File: src/rtl/vend_pkg.sv
// Shared encodings for the vending credit controller: FSM state codes and coin values.
package vend_pkg;

  localparam logic [1:0] S_IDLE    = 2'd0;
  localparam logic [1:0] S_VEND    = 2'd1;
  localparam logic [1:0] S_CHG_ON  = 2'd2;
  localparam logic [1:0] S_CHG_OFF = 2'd3;

  typedef enum logic [1:0] {
    ST_IDLE    = S_IDLE,
    ST_VEND    = S_VEND,
    ST_CHG_ON  = S_CHG_ON,
    ST_CHG_OFF = S_CHG_OFF
  } vend_state_e;

  localparam int NICKEL_VAL  = 5;
  localparam int DIME_VAL    = 10;
  localparam int QUARTER_VAL = 25;

endpackage

File: src/rtl/vend_credit_ctrl_if.sv
// Coin/buy/price/change inputs and credit/servo/status outputs of the credit controller.
interface vend_credit_ctrl_if #(
  parameter int NUM_CH   = 2,
  parameter int CREDIT_W = 16,
  parameter int PRICE_W  = 16
);
  logic                      coin_nickel;
  logic                      coin_dime;
  logic                      coin_quarter;
  logic [NUM_CH-1:0]         buy_req;
  logic [NUM_CH-1:0]         price_inc;
  logic [NUM_CH-1:0]         price_dec;
  logic                      change_req;
  logic [CREDIT_W-1:0]       credit;
  logic [NUM_CH*PRICE_W-1:0] prices;
  logic [NUM_CH-1:0]         vend_pos;
  logic                      change_pos;
  logic                      insufficient;
  logic                      coin_reject;
  logic                      busy;

  modport master (
    output coin_nickel, coin_dime, coin_quarter, buy_req, price_inc, price_dec, change_req,
    input  credit, prices, vend_pos, change_pos, insufficient, coin_reject, busy
  );

  modport slave (
    input  coin_nickel, coin_dime, coin_quarter, buy_req, price_inc, price_dec, change_req,
    output credit, prices, vend_pos, change_pos, insufficient, coin_reject, busy
  );
endinterface

File: src/rtl/vend_hold_timer.sv
// Servo hold timer: loads HOLD_CYC-1 on start, counts down, done is high at terminal count.
module vend_hold_timer #(
  parameter int HOLD_CYC = 50_000_000
) (
  input  logic clock,
  input  logic reset,
  input  logic start,
  output logic done
);
  localparam int TW = (HOLD_CYC > 1) ? $clog2(HOLD_CYC) : 1;

  logic [TW-1:0] count;
  logic          active;

  assign done = active && (count == '0);

  always_ff @(posedge clock or negedge reset) begin
    if (!reset) begin
      count  <= '0;
      active <= 1'b0;
    end else if (start) begin
      count  <= TW'(HOLD_CYC - 1);
      active <= 1'b1;
    end else if (active) begin
      if (count == '0) active <= 1'b0;
      else             count  <= count - TW'(1);
    end
  end
endmodule

File: src/rtl/vend_credit_ctrl.sv
// Credit / vend / change controller. Define VEND_PRICE_EDIT_EN to make channel prices
// editable registers; otherwise every price is the constant PRICE_INIT.
module vend_credit_ctrl
  import vend_pkg::*;
#(
  parameter int NUM_CH      = 2,
  parameter int CREDIT_W    = 16,
  parameter int PRICE_W     = 16,
  parameter int PRICE_INIT  = 100,
  parameter int PRICE_STEP  = 5,
  parameter int PRICE_MAX   = 995,
  parameter int CREDIT_MAX  = 995,
  parameter int CHANGE_UNIT = 5,
  parameter int HOLD_CYC    = 50_000_000
) (
  input logic               clock,
  input logic               reset,
  vend_credit_ctrl_if.slave bus
);
  localparam int AW = ((CREDIT_W > PRICE_W) ? CREDIT_W : PRICE_W) + 2;
  localparam int SW = (NUM_CH > 1) ? $clog2(NUM_CH) : 1;

  vend_state_e         state;
  logic [CREDIT_W-1:0] credit_q;
  logic [NUM_CH-1:0]   vend_pos_q;
  logic                change_pos_q, insufficient_q, coin_reject_q, busy_q;
  logic [PRICE_W-1:0]  price_q [NUM_CH];

  logic [AW-1:0]       coin_sum, credit_x, credit_add;
  logic                coin_any, coin_ok;
  logic [SW-1:0]       sel;
  logic                buy_any, vend_go, chg_go, rechg, tmr_start, tmr_done;
  logic [PRICE_W-1:0]  win_price;

  function automatic logic [PRICE_W-1:0] price_inc_sat(input logic [PRICE_W-1:0] p);
    logic [AW-1:0] s;
    s = AW'(p) + AW'(PRICE_STEP);
    return (s > AW'(PRICE_MAX)) ? PRICE_W'(PRICE_MAX) : PRICE_W'(s);
  endfunction

  function automatic logic [AW-1:0] change_amt(input logic [AW-1:0] c);
    return (c < AW'(CHANGE_UNIT)) ? c : AW'(CHANGE_UNIT);
  endfunction

  // Coins are judged as one sum: either the whole sum fits under the cap or all of it is dropped.
  assign coin_sum = (bus.coin_nickel  ? AW'(NICKEL_VAL)  : AW'(0))
                  + (bus.coin_dime    ? AW'(DIME_VAL)    : AW'(0))
                  + (bus.coin_quarter ? AW'(QUARTER_VAL) : AW'(0));
  assign coin_any   = bus.coin_nickel | bus.coin_dime | bus.coin_quarter;
  assign credit_x   = AW'(credit_q);
  assign coin_ok    = coin_any && ((credit_x + coin_sum) <= AW'(CREDIT_MAX));
  assign credit_add = coin_ok ? coin_sum : AW'(0);

  always_comb begin
    sel     = '0;
    buy_any = 1'b0;
    for (int i = NUM_CH - 1; i >= 0; i--) begin
      if (bus.buy_req[i]) begin
        sel     = SW'(i);
        buy_any = 1'b1;
      end
    end
  end

  // Every decision below looks at the registered credit, never at this cycle's coin.
  assign win_price = price_q[sel];
  assign vend_go   = (state == ST_IDLE) && buy_any && (credit_x >= AW'(win_price));
  assign chg_go    = (state == ST_IDLE) && !buy_any && bus.change_req && (credit_q != '0);
  assign rechg     = (state == ST_CHG_OFF) && tmr_done && (credit_q != '0);
  assign tmr_start = vend_go || chg_go || rechg || ((state == ST_CHG_ON) && tmr_done);

  vend_hold_timer #(.HOLD_CYC(HOLD_CYC)) u_timer (
    .clock (clock),
    .reset (reset),
    .start (tmr_start),
    .done  (tmr_done)
  );

  always_ff @(posedge clock or negedge reset) begin
    if (!reset) begin
      state          <= ST_IDLE;
      credit_q       <= '0;
      vend_pos_q     <= '0;
      change_pos_q   <= 1'b0;
      insufficient_q <= 1'b0;
      coin_reject_q  <= 1'b0;
      busy_q         <= 1'b0;
    end else begin
      coin_reject_q <= coin_any && !coin_ok;
      credit_q      <= CREDIT_W'(credit_x + credit_add);
      if (coin_ok) insufficient_q <= 1'b0;
      case (state)
        ST_IDLE: begin
          if (vend_go) begin
            credit_q       <= CREDIT_W'(credit_x + credit_add - AW'(win_price));
            vend_pos_q     <= NUM_CH'(1) << sel;
            insufficient_q <= 1'b0;
            state          <= ST_VEND;
            busy_q         <= 1'b1;
          end else if (buy_any) begin
            insufficient_q <= 1'b1;
          end else if (chg_go) begin
            change_pos_q <= 1'b1;
            state        <= ST_CHG_ON;
            busy_q       <= 1'b1;
          end
        end
        ST_VEND: begin
          if (tmr_done) begin
            vend_pos_q <= '0;
            state      <= ST_IDLE;
            busy_q     <= 1'b0;
          end
        end
        ST_CHG_ON: begin
          if (tmr_done) begin
            change_pos_q <= 1'b0;
            credit_q     <= CREDIT_W'(credit_x + credit_add - change_amt(credit_x));
            state        <= ST_CHG_OFF;
          end
        end
        ST_CHG_OFF: begin
          if (rechg) begin
            change_pos_q <= 1'b1;
            state        <= ST_CHG_ON;
          end else if (tmr_done) begin
            state  <= ST_IDLE;
            busy_q <= 1'b0;
          end
        end
        default: begin
          state  <= ST_IDLE;
          busy_q <= 1'b0;
        end
      endcase
    end
  end

`ifdef VEND_PRICE_EDIT_EN
  // Edits land on the same edge as a buy, so the buy compares against the old price.
  always_ff @(posedge clock or negedge reset) begin
    if (!reset) begin
      for (int i = 0; i < NUM_CH; i++) price_q[i] <= PRICE_W'(PRICE_INIT);
    end else begin
      for (int i = 0; i < NUM_CH; i++) begin
        if (bus.price_inc[i] && !bus.price_dec[i])
          price_q[i] <= price_inc_sat(price_q[i]);
        else if (bus.price_dec[i] && !bus.price_inc[i] && (price_q[i] >= PRICE_W'(PRICE_STEP)))
          price_q[i] <= price_q[i] - PRICE_W'(PRICE_STEP);
      end
    end
  end
`else
  logic unused_price_edit;
  assign unused_price_edit = ^{bus.price_inc, bus.price_dec};
  always_comb begin
    for (int i = 0; i < NUM_CH; i++) price_q[i] = PRICE_W'(PRICE_INIT);
  end
`endif

  for (genvar g = 0; g < NUM_CH; g++) begin : g_price_bus
    assign bus.prices[g*PRICE_W +: PRICE_W] = price_q[g];
  end

  assign bus.credit       = credit_q;
  assign bus.vend_pos     = vend_pos_q;
  assign bus.change_pos   = change_pos_q;
  assign bus.insufficient = insufficient_q;
  assign bus.coin_reject  = coin_reject_q;
  assign bus.busy         = busy_q;
endmodule

File: src/flat_wrapper.sv
// flat-port wrapper written by rule: the top's interface ports become plain ports
module vend_credit_ctrl_flat import vend_pkg::*;
#(
  parameter int NUM_CH      = 2,
  parameter int CREDIT_W    = 16,
  parameter int PRICE_W     = 16,
  parameter int PRICE_INIT  = 100,
  parameter int PRICE_STEP  = 5,
  parameter int PRICE_MAX   = 995,
  parameter int CREDIT_MAX  = 995,
  parameter int CHANGE_UNIT = 5,
  parameter int HOLD_CYC    = 50_000_000
)
  (clock, reset, bus_coin_nickel, bus_coin_dime, bus_coin_quarter, bus_buy_req, bus_price_inc, bus_price_dec, bus_change_req, bus_credit, bus_prices, bus_vend_pos, bus_change_pos, bus_insufficient, bus_coin_reject, bus_busy);
  vend_credit_ctrl_if #(.NUM_CH(NUM_CH), .CREDIT_W(CREDIT_W), .PRICE_W(PRICE_W)) bus_i ();
  input logic clock;
  input logic reset;
  input wire logic [$bits(bus_i.coin_nickel)-1:0] bus_coin_nickel;
  input wire logic [$bits(bus_i.coin_dime)-1:0] bus_coin_dime;
  input wire logic [$bits(bus_i.coin_quarter)-1:0] bus_coin_quarter;
  input wire logic [$bits(bus_i.buy_req)-1:0] bus_buy_req;
  input wire logic [$bits(bus_i.price_inc)-1:0] bus_price_inc;
  input wire logic [$bits(bus_i.price_dec)-1:0] bus_price_dec;
  input wire logic [$bits(bus_i.change_req)-1:0] bus_change_req;
  output wire logic [$bits(bus_i.credit)-1:0] bus_credit;
  output wire logic [$bits(bus_i.prices)-1:0] bus_prices;
  output wire logic [$bits(bus_i.vend_pos)-1:0] bus_vend_pos;
  output wire logic [$bits(bus_i.change_pos)-1:0] bus_change_pos;
  output wire logic [$bits(bus_i.insufficient)-1:0] bus_insufficient;
  output wire logic [$bits(bus_i.coin_reject)-1:0] bus_coin_reject;
  output wire logic [$bits(bus_i.busy)-1:0] bus_busy;
  assign bus_i.coin_nickel = bus_coin_nickel;
  assign bus_i.coin_dime = bus_coin_dime;
  assign bus_i.coin_quarter = bus_coin_quarter;
  assign bus_i.buy_req = bus_buy_req;
  assign bus_i.price_inc = bus_price_inc;
  assign bus_i.price_dec = bus_price_dec;
  assign bus_i.change_req = bus_change_req;
  assign bus_credit = bus_i.credit;
  assign bus_prices = bus_i.prices;
  assign bus_vend_pos = bus_i.vend_pos;
  assign bus_change_pos = bus_i.change_pos;
  assign bus_insufficient = bus_i.insufficient;
  assign bus_coin_reject = bus_i.coin_reject;
  assign bus_busy = bus_i.busy;
  vend_credit_ctrl #(.NUM_CH(NUM_CH), .CREDIT_W(CREDIT_W), .PRICE_W(PRICE_W), .PRICE_INIT(PRICE_INIT), .PRICE_STEP(PRICE_STEP), .PRICE_MAX(PRICE_MAX), .CREDIT_MAX(CREDIT_MAX), .CHANGE_UNIT(CHANGE_UNIT), .HOLD_CYC(HOLD_CYC)) u_core (.clock(clock), .reset(reset), .bus(bus_i));
endmodule
File: config.mk
export PLATFORM = sky130hd
export DESIGN_NAME = vend_credit_ctrl_flat
export DESIGN_NICKNAME = d
export VERILOG_FILES = /design/src/rtl/vend_pkg.sv /design/src/rtl/vend_credit_ctrl_if.sv /design/src/rtl/vend_hold_timer.sv /design/src/rtl/vend_credit_ctrl.sv /design/src/flat_wrapper.sv
export SDC_FILE = /design/constraint.sdc
export NUM_CORES = 1
export LEC_CHECK = 0
export CAP_MARGIN = 20
export CORE_ASPECT_RATIO = 1.2
export CORE_MARGIN = 3
export CORE_UTILIZATION = 30
export CTS_CLUSTER_SIZE = 25
export DETAILED_ROUTE_END_ITERATION = 8
export HOLD_SLACK_MARGIN = 0.12
export PLACE_DENSITY_LB_ADDON = 0.05
export SETUP_SLACK_MARGIN = 0.3
export SLEW_MARGIN = 10
export SYNTH_ARGS = -nofsm -noshare
export SYNTH_HDL_FRONTEND = slang
export SYNTH_SLANG_ARGS = --single-unit
File: constraint.sdc
create_clock -name clock -period 9.46 [get_ports clock]
set_input_delay 2.365 -clock clock [delete_from_list [all_inputs] [get_ports clock]]
set_output_delay 2.365 -clock clock [all_outputs]
set_load 0.01 [all_outputs]
Word level (Yosys, flattened, before mapping)
Cells that the tools add are included.
W data, S select, Z words.
{"block": "totals", "register_bits": 51, "inputBits": 12, "output_inout_bits": 54, "wordCells": 109}
{"block": "classes", "addsub": 7, "magnitude_cmp": 4, "n_eq_ne": 14, "shifts": 1, "mux": 43, "bitwise_logic": 3, "reduce_logical": 28}
{"cell": "$mux W16", "n": 6}
{"cell": "$mux W26", "n": 3}
{"cell": "$pmux W16 S2", "n": 1}
{"cell": "$sub A16 B16 Y16", "n": 2}
{"cell": "$logic_not A26 Y1", "n": 1}
{"cell": "$sub A26 B1 Y26 const B", "n": 1}
{"cell": "$add A16 B18 Y18", "n": 1}
{"cell": "$add A18 B18 Y18", "n": 1}
{"cell": "$add A18 B6 Y18", "n": 1}
{"cell": "$le A18 B10 Y1 const B", "n": 1}
{"cell": "$mux W1", "n": 18}
{"cell": "$add A16 B16 Y16", "n": 1}
{"cell": "$ge A16 B16 Y1", "n": 1}
{"cell": "$lt A16 B3 Y1 const B", "n": 1}
{"cell": "$mux W2", "n": 8}
{"cell": "$reduce_bool A16 Y1", "n": 1}
{"cell": "$ne A2 B1 Y1 const B", "n": 6}
{"cell": "$logic_and A1 B1 Y1", "n": 11}
{"cell": "$pmux W2 S4", "n": 1}
{"cell": "$ne A2 B2 Y1 const B", "n": 3}
{"cell": "$pmux W1 S3", "n": 2}
{"cell": "$reduce_and A3 Y1", "n": 2}
{"cell": "$reduce_and A6 Y1", "n": 1}
{"cell": "$reduce_bool A3 Y1", "n": 2}
{"cell": "other kinds (18)", "n": 24}

Depth between registers and ports, before layout
{"block": "logic_depth", "depth_word": 13, "mapped_depth": 30, "depth_no_buf": 30}

Modules after synthesis
From an unflattened synthesis, not the netlist that was laid out.
{"block": "hier_totals", "cells_unflattened": 623, "area_unflattened_um2": 5186.2}
{"mod": "vend_credit_ctrl", "n_inst": 1, "cells_per_inst": 472, "area_each_um2": 3681.0}
{"mod": "vend_hold_timer", "n_inst": 1, "cells_per_inst": 151, "area_each_um2": 1505.2}

Worst setup path before layout
OpenSTA, ideal clock, no wires.
{"block": "synth_path", "path_type": "input to register", "from": "input bus_coin_quarter", "to": "register u_core.credit_q[14], in the netlist u_core.bus.credit[14]", "setup_time_ns": 0.137, "arrival_time_ns": 7.710, "required_time_ns": 9.323, "slack_ns": 1.613, "stages": 23, "n_path_buf": 0, "cell_sequence": "ha_1 ha_1 inv_1 fa_1 nor2b_1 o21ai_0 a211oi_1 mux2_2 a2bb2oi_1 nor4_1 nand2b_1 nor2_1 ha_1 a211oi_1 o21ai_1 xor2_1 ha_1 a21boi_0 o41ai_1 o31ai_1 a211oi_1 xor2_1 o22ai_1"}
{"block": "synth_via", "elab_chain_len": 10, "word_cells_on_any_way": 13}
{"element": "from (decl)", "line_no": "flat_wrapper.sv:20", "text": "input wire logic [$bits(bus_i.coin_quarter)-1:0] bus_coin_quarter;"}
{"element": "$mux W5", "line_no": "vend_credit_ctrl.sv:48", "text": "+ (bus.coin_quarter ? AW'(QUARTER_VAL) : AW'(0));"}
{"element": "$add A18 B6 Y18", "line_no": "vend_credit_ctrl.sv:48"}
{"element": "$add A16 B18 Y18", "line_no": "vend_credit_ctrl.sv:51", "text": "assign coin_ok = coin_any && ((credit_x + coin_sum) <= AW'(CREDIT_MAX));"}
{"element": "$le A18 B10 Y1", "line_no": "vend_credit_ctrl.sv:51"}
{"element": "$logic_and A1 B1 Y1", "line_no": "vend_credit_ctrl.sv:51"}
{"element": "$mux W16 (*)", "line_no": "vend_credit_ctrl.sv:52", "text": "assign credit_add = coin_ok ? coin_sum : AW'(0);"}
{"element": "$add A16 B16 Y16 (*)", "line_no": "vend_credit_ctrl.sv:90, vend_credit_ctrl.sv:95, vend_credit_ctrl.sv:118"}
{"element": "$sub A16 B16 Y16, on equally long branches", "line_no": "vend_credit_ctrl.sv:118, vend_credit_ctrl.sv:95"}
{"element": "$mux W16, on equally long branches", "line_no": "vend_credit_ctrl.sv:116, vend_credit_ctrl.sv:94"}
{"element": "$pmux W16 S2 (*)", "line_no": "vend_credit_ctrl.sv:92", "text": "case (state)"}
{"element": "to (signal assigned)", "line_no": "vend_credit_ctrl.sv:90", "text": "credit_q <= CREDIT_W'(credit_x + credit_add);"}
{"element": "to (signal assigned)", "line_no": "vend_credit_ctrl.sv:95", "text": "credit_q <= CREDIT_W'(credit_x + credit_add - AW'(win_price));"}
{"element": "to (signal assigned)", "line_no": "vend_credit_ctrl.sv:118", "text": "credit_q <= CREDIT_W'(credit_x + credit_add - change_amt(credit_x));"}
{"element": "to (decl)", "line_no": "vend_credit_ctrl.sv:24", "text": "logic [CREDIT_W-1:0] credit_q;"}
Every way passes the cells marked *; elsewhere a longest branch is shown, timed or not.
A chain may end at the register's enable or synchronous reset.

Worst setup path in the final report
{"block": "layout_path", "from": "input bus_coin_dime", "to": "register u_core.credit_q[15], in the netlist u_core.bus.credit[15]"}
{"block": "layout_via", "elab_chain_len": 11, "word_cells_on_any_way": 15}
{"element": "from (decl)", "line_no": "flat_wrapper.sv:19", "text": "input wire logic [$bits(bus_i.coin_dime)-1:0] bus_coin_dime;"}
{"element": "$mux W4", "line_no": "vend_credit_ctrl.sv:47", "text": "+ (bus.coin_dime ? AW'(DIME_VAL) : AW'(0))"}
{"element": "$add A18 B18 Y18", "line_no": "vend_credit_ctrl.sv:47"}
{"element": "$add A18 B6 Y18", "line_no": "vend_credit_ctrl.sv:48"}
{"element": "$add A16 B18 Y18", "line_no": "vend_credit_ctrl.sv:51"}
{"element": "$le A18 B10 Y1", "line_no": "vend_credit_ctrl.sv:51"}
{"element": "$logic_and A1 B1 Y1", "line_no": "vend_credit_ctrl.sv:51"}
{"element": "$mux W16 (*)", "line_no": "vend_credit_ctrl.sv:52"}
{"element": "$add A16 B16 Y16 (*)", "line_no": "vend_credit_ctrl.sv:90, vend_credit_ctrl.sv:95, vend_credit_ctrl.sv:118"}
{"element": "$sub A16 B16 Y16, on equally long branches", "line_no": "vend_credit_ctrl.sv:118, vend_credit_ctrl.sv:95"}
{"element": "$mux W16, on equally long branches", "line_no": "vend_credit_ctrl.sv:116, vend_credit_ctrl.sv:94"}
{"element": "$pmux W16 S2 (*)", "line_no": "vend_credit_ctrl.sv:92"}
Marked as above.

==> metrics.md <==
| Metric | Value |
|---|---|
| Outcome | completed |
| H-tree depth | 2 |
| RSZ-0062 raised after global routing | no |
| Worst-path fanout max | 6 |
| Achievable Freq | 0.118 GHz |
| CP Data Arrival Time | 8.66 ns |
| Filler cells | 1,644 |
| Reg2reg end | u_core.bus.credit[15] |
| Root Buffer Master | clkbuf_16 |
| HPWL Detailed | 10,000 µm |
| Die width | 120 µm |
| Clock latency on the worst-skew pair | 0.30 ns |
| Commonest cells post-synth | dfrtp_1, nor2_1, nand2_1 |
| Netlist area before placement | 4660 µm² |
| Worst setup SP type | input pin |
| Post-synthesis register bit count | 51 |
| Max-cap viol count | 0 |
| Peak VDD IR | 0.0650 mV |
| Layout cells sized above 1 | 0.116 |
| Drt initial violations | 200 |
| Crit path depth | 33 |
| Final hold vios | 0 |
| Die area | 17,100 µm² |
| Hold_buf cts | 0 |
| Rel. slew slack | 0.390 |
| Largest area contributor in the netlist | dfrtp_1 |
| Largest stage delay, worst path | 0.58 ns |
| Drt pass-1 iters | 6 |
| Mapped Cells | 567 |
| Gr ovfl total | 0 |
| Top cell type's share of synthesized area | 0.274 |
| Setup CP Type | in2reg |
| IO Pins | 66 |
| Area Growth Syn to Fin | 19.1% |
| Die H | 143 µm |
| Remaining antenna violation count | 0 |
| Fin util | 0.368 |
| Final period utilization | 0.897 |
| Pwr dens | 87.0 nW/µm² |
| Via count of the first global-routing pass | 4,119 |
| Final GP Congestion | 0.799 |
| Initial core utilization | 0.309 |
| DR vias | 4,178 |
| IO Port Bufs | 29 |
| Synth Flop Type | dfrtp_1 |
| Tmin final | 8.49 ns |
| Final wirelength | 12,700 µm |
| Seq/Total Area, Yosys | 0.274 |
| Via/cell ratio | 4.97 |
| Syn Area/Cell | 8.22 µm² |
| Antenna violations before repair | 0 |
| Largest net degree at the start of global routing | 52 |
| CP Capture Type | register |
| Reg2reg start | u_core.bus.credit[1] |
| Row Count | 49 |
| Crit. Startpoint | bus_coin_dime |
| Synth warnings | 0 |
| Final setup vio count | 0 |
| Synth async-reset ratio | 1.00 |
| Slew @ Worst Pin | 0.909 ns |
| EDFF count, synth | 0 |
| CTS sink cnt | 51 |
| Depth of the worst register-to-register path | 28 |
| Hold Path Class | reg2reg |
| Flop-to-flop setup slack | 3.45 ns |
| Slowest stage cell, crit path | clkdlybuf4s50_1 |
| Setup Skew | 0.0114 ns |
| CTS Buf Count | 5 |
| CTS tree | yes |
| Slew Viols, Final | 0 |
| Fin nets | 683 |
| GRT Total Usage | 0.152 |
| Buf/Inv on CP | 8 |
| Routed length per placed instance | 15.1 µm |
| CTS max path bufs | 2 |
| Setup TNS Final | 0 ns |
| Largest cells by area after synthesis | dfrtp_1, ha_1, xnor2_1, buf_4, nor2_1 |
| Synth cell types | 72 |
| Core Box Area | 15,100 µm² |
| Worst Setup EP | u_core.bus.credit[15] |
| CTS clk-pin slew, worst paths | 0.08 ns |
| Most frequent cell after synthesis | dfrtp_1 |
| Final antenna diode count | 0 |
| # DRC | 0 |
| Worst EP required | 9.63 ns |
| First-pass GRT wire length | 21,100 µm |
| Critical path's top delay family | compound AO/OA/AOI/OAI gates |
| Cell leakage power | 0.00226 µW |
cells by family after synthesis:
kind of cell	Yosys count	synth area share
xor+xnor	54	0.101
flops	51	0.274
buf+inv	85	0.0947
simple gates	193	0.214
mux	2	0.00456
fa+ha+maj	36	0.101
other cells	2	0.00161
compound gates	144	0.209
what timing repair did:
action | CTS | global route
buffers inserted | 0 | 0
resized for setup | 0 | 7
endpoints found under the setup margin | 0 | 5
area by class of cell:
type	count	area, µm²	area share
clock inverters	3	28.8	0.00518
multi-input cells	473	3130	0.564
well taps	204	255	0.0460
repair buffers	73	616	0.111
clock buffers	5	125	0.0225
inverters	31	116	0.0210
flip-flops and latches	51	1280	0.230
cell usage in the layout (no fill, tap or decap), drive strengths merged, types with 25 or more instances in the layout:
| cell type | Yosys | routed |
|---|---|---|
| a21oi | 25 | 25 |
| buf | 34 | 45 |
| clkdlybuf4s50 | 0 | 28 |
| conb | 2 | 44 |
| dfrtp | 51 | 51 |
| ha | 33 | 33 |
| inv | 31 | 32 |
| nand2 | 43 | 43 |
| nor2 | 49 | 49 |
| o21ai | 32 | 32 |
| xnor2 | 37 | 37 |
report_power, final:
| part | internal [µW] | switching, µW |
|---|---|---|
| sequential | 219 | 2.52 |
| clock | 101 | 92.9 |
| combinational | 27.9 | 38.9 |
| total | 348 | 134 |
metal layers:
layer | part of all wire | global-route usage
met1 | 0.41 | 0.174
met2 | 0.54 | 0.295
met3 | 0.025 | 0.0187
met4 | 0.016 | 0.0458
met5 | 0 | 0
worst reg2reg max path: cells and delay by family, from the launching register on:
family | cells | cell delay [ns]
xor gates and xnor gates | 2 | 0.39
DFF | 1 | 0.52
adders and majority gates | 4 | 1.48
buffers and inverters | 6 | 0.88
and+or+nand+nor | 5 | 0.36
AOI/OAI and AO/OA | 10 | 2.06
muxes | 1 | 0.20
registers in the layout, indices dropped and copies added, names as in the netlist:
name,count
u_core.bus.busy,1
u_core.bus.credit,16
u_core.bus.change_pos,1
u_core.u_timer.active,1
u_core.bus.vend_pos,2
u_core.bus.coin_reject,1
u_core.bus.insufficient,1
u_core.u_timer.count,26
u_core.state,2
worst min path at each step:
stage                                        from                      end  depth (start not counted)
after global routing              u_core.bus.busy          u_core.bus.busy                          1
after floorplan           u_core.u_timer.count[1]  u_core.u_timer.count[1]                          2
after CTS                         u_core.bus.busy          u_core.bus.busy                          1
final                             u_core.bus.busy          u_core.bus.busy                          1
after global placement            u_core.bus.busy          u_core.bus.busy                          1
after detailed placement          u_core.bus.busy          u_core.bus.busy                          1
per-stage QoR:
| step | area, µm² | power, µW | hold WS [ns] | setup slack [ns] | instances |
|---|---|---|---|---|---|
| 6_report | 5550 | 483 | 0.493 | 0.973 | 840 |
| 2_1_floorplan | 4820 | 276 | 0.482 | 1.61 | 609 |
| 3_5_place_dp | 5370 | 293 | 0.487 | 0.439 | 832 |
| 5_1_grt | 5550 | 507 | 0.515 | 0.360 | 840 |
| 3_3_place_gp | 5370 | 292 | 0.485 | 0.405 | 832 |
| 4_1_cts | 5520 | 492 | 0.506 | 0.704 | 840 |
Power figures use the tool's default switching activity.
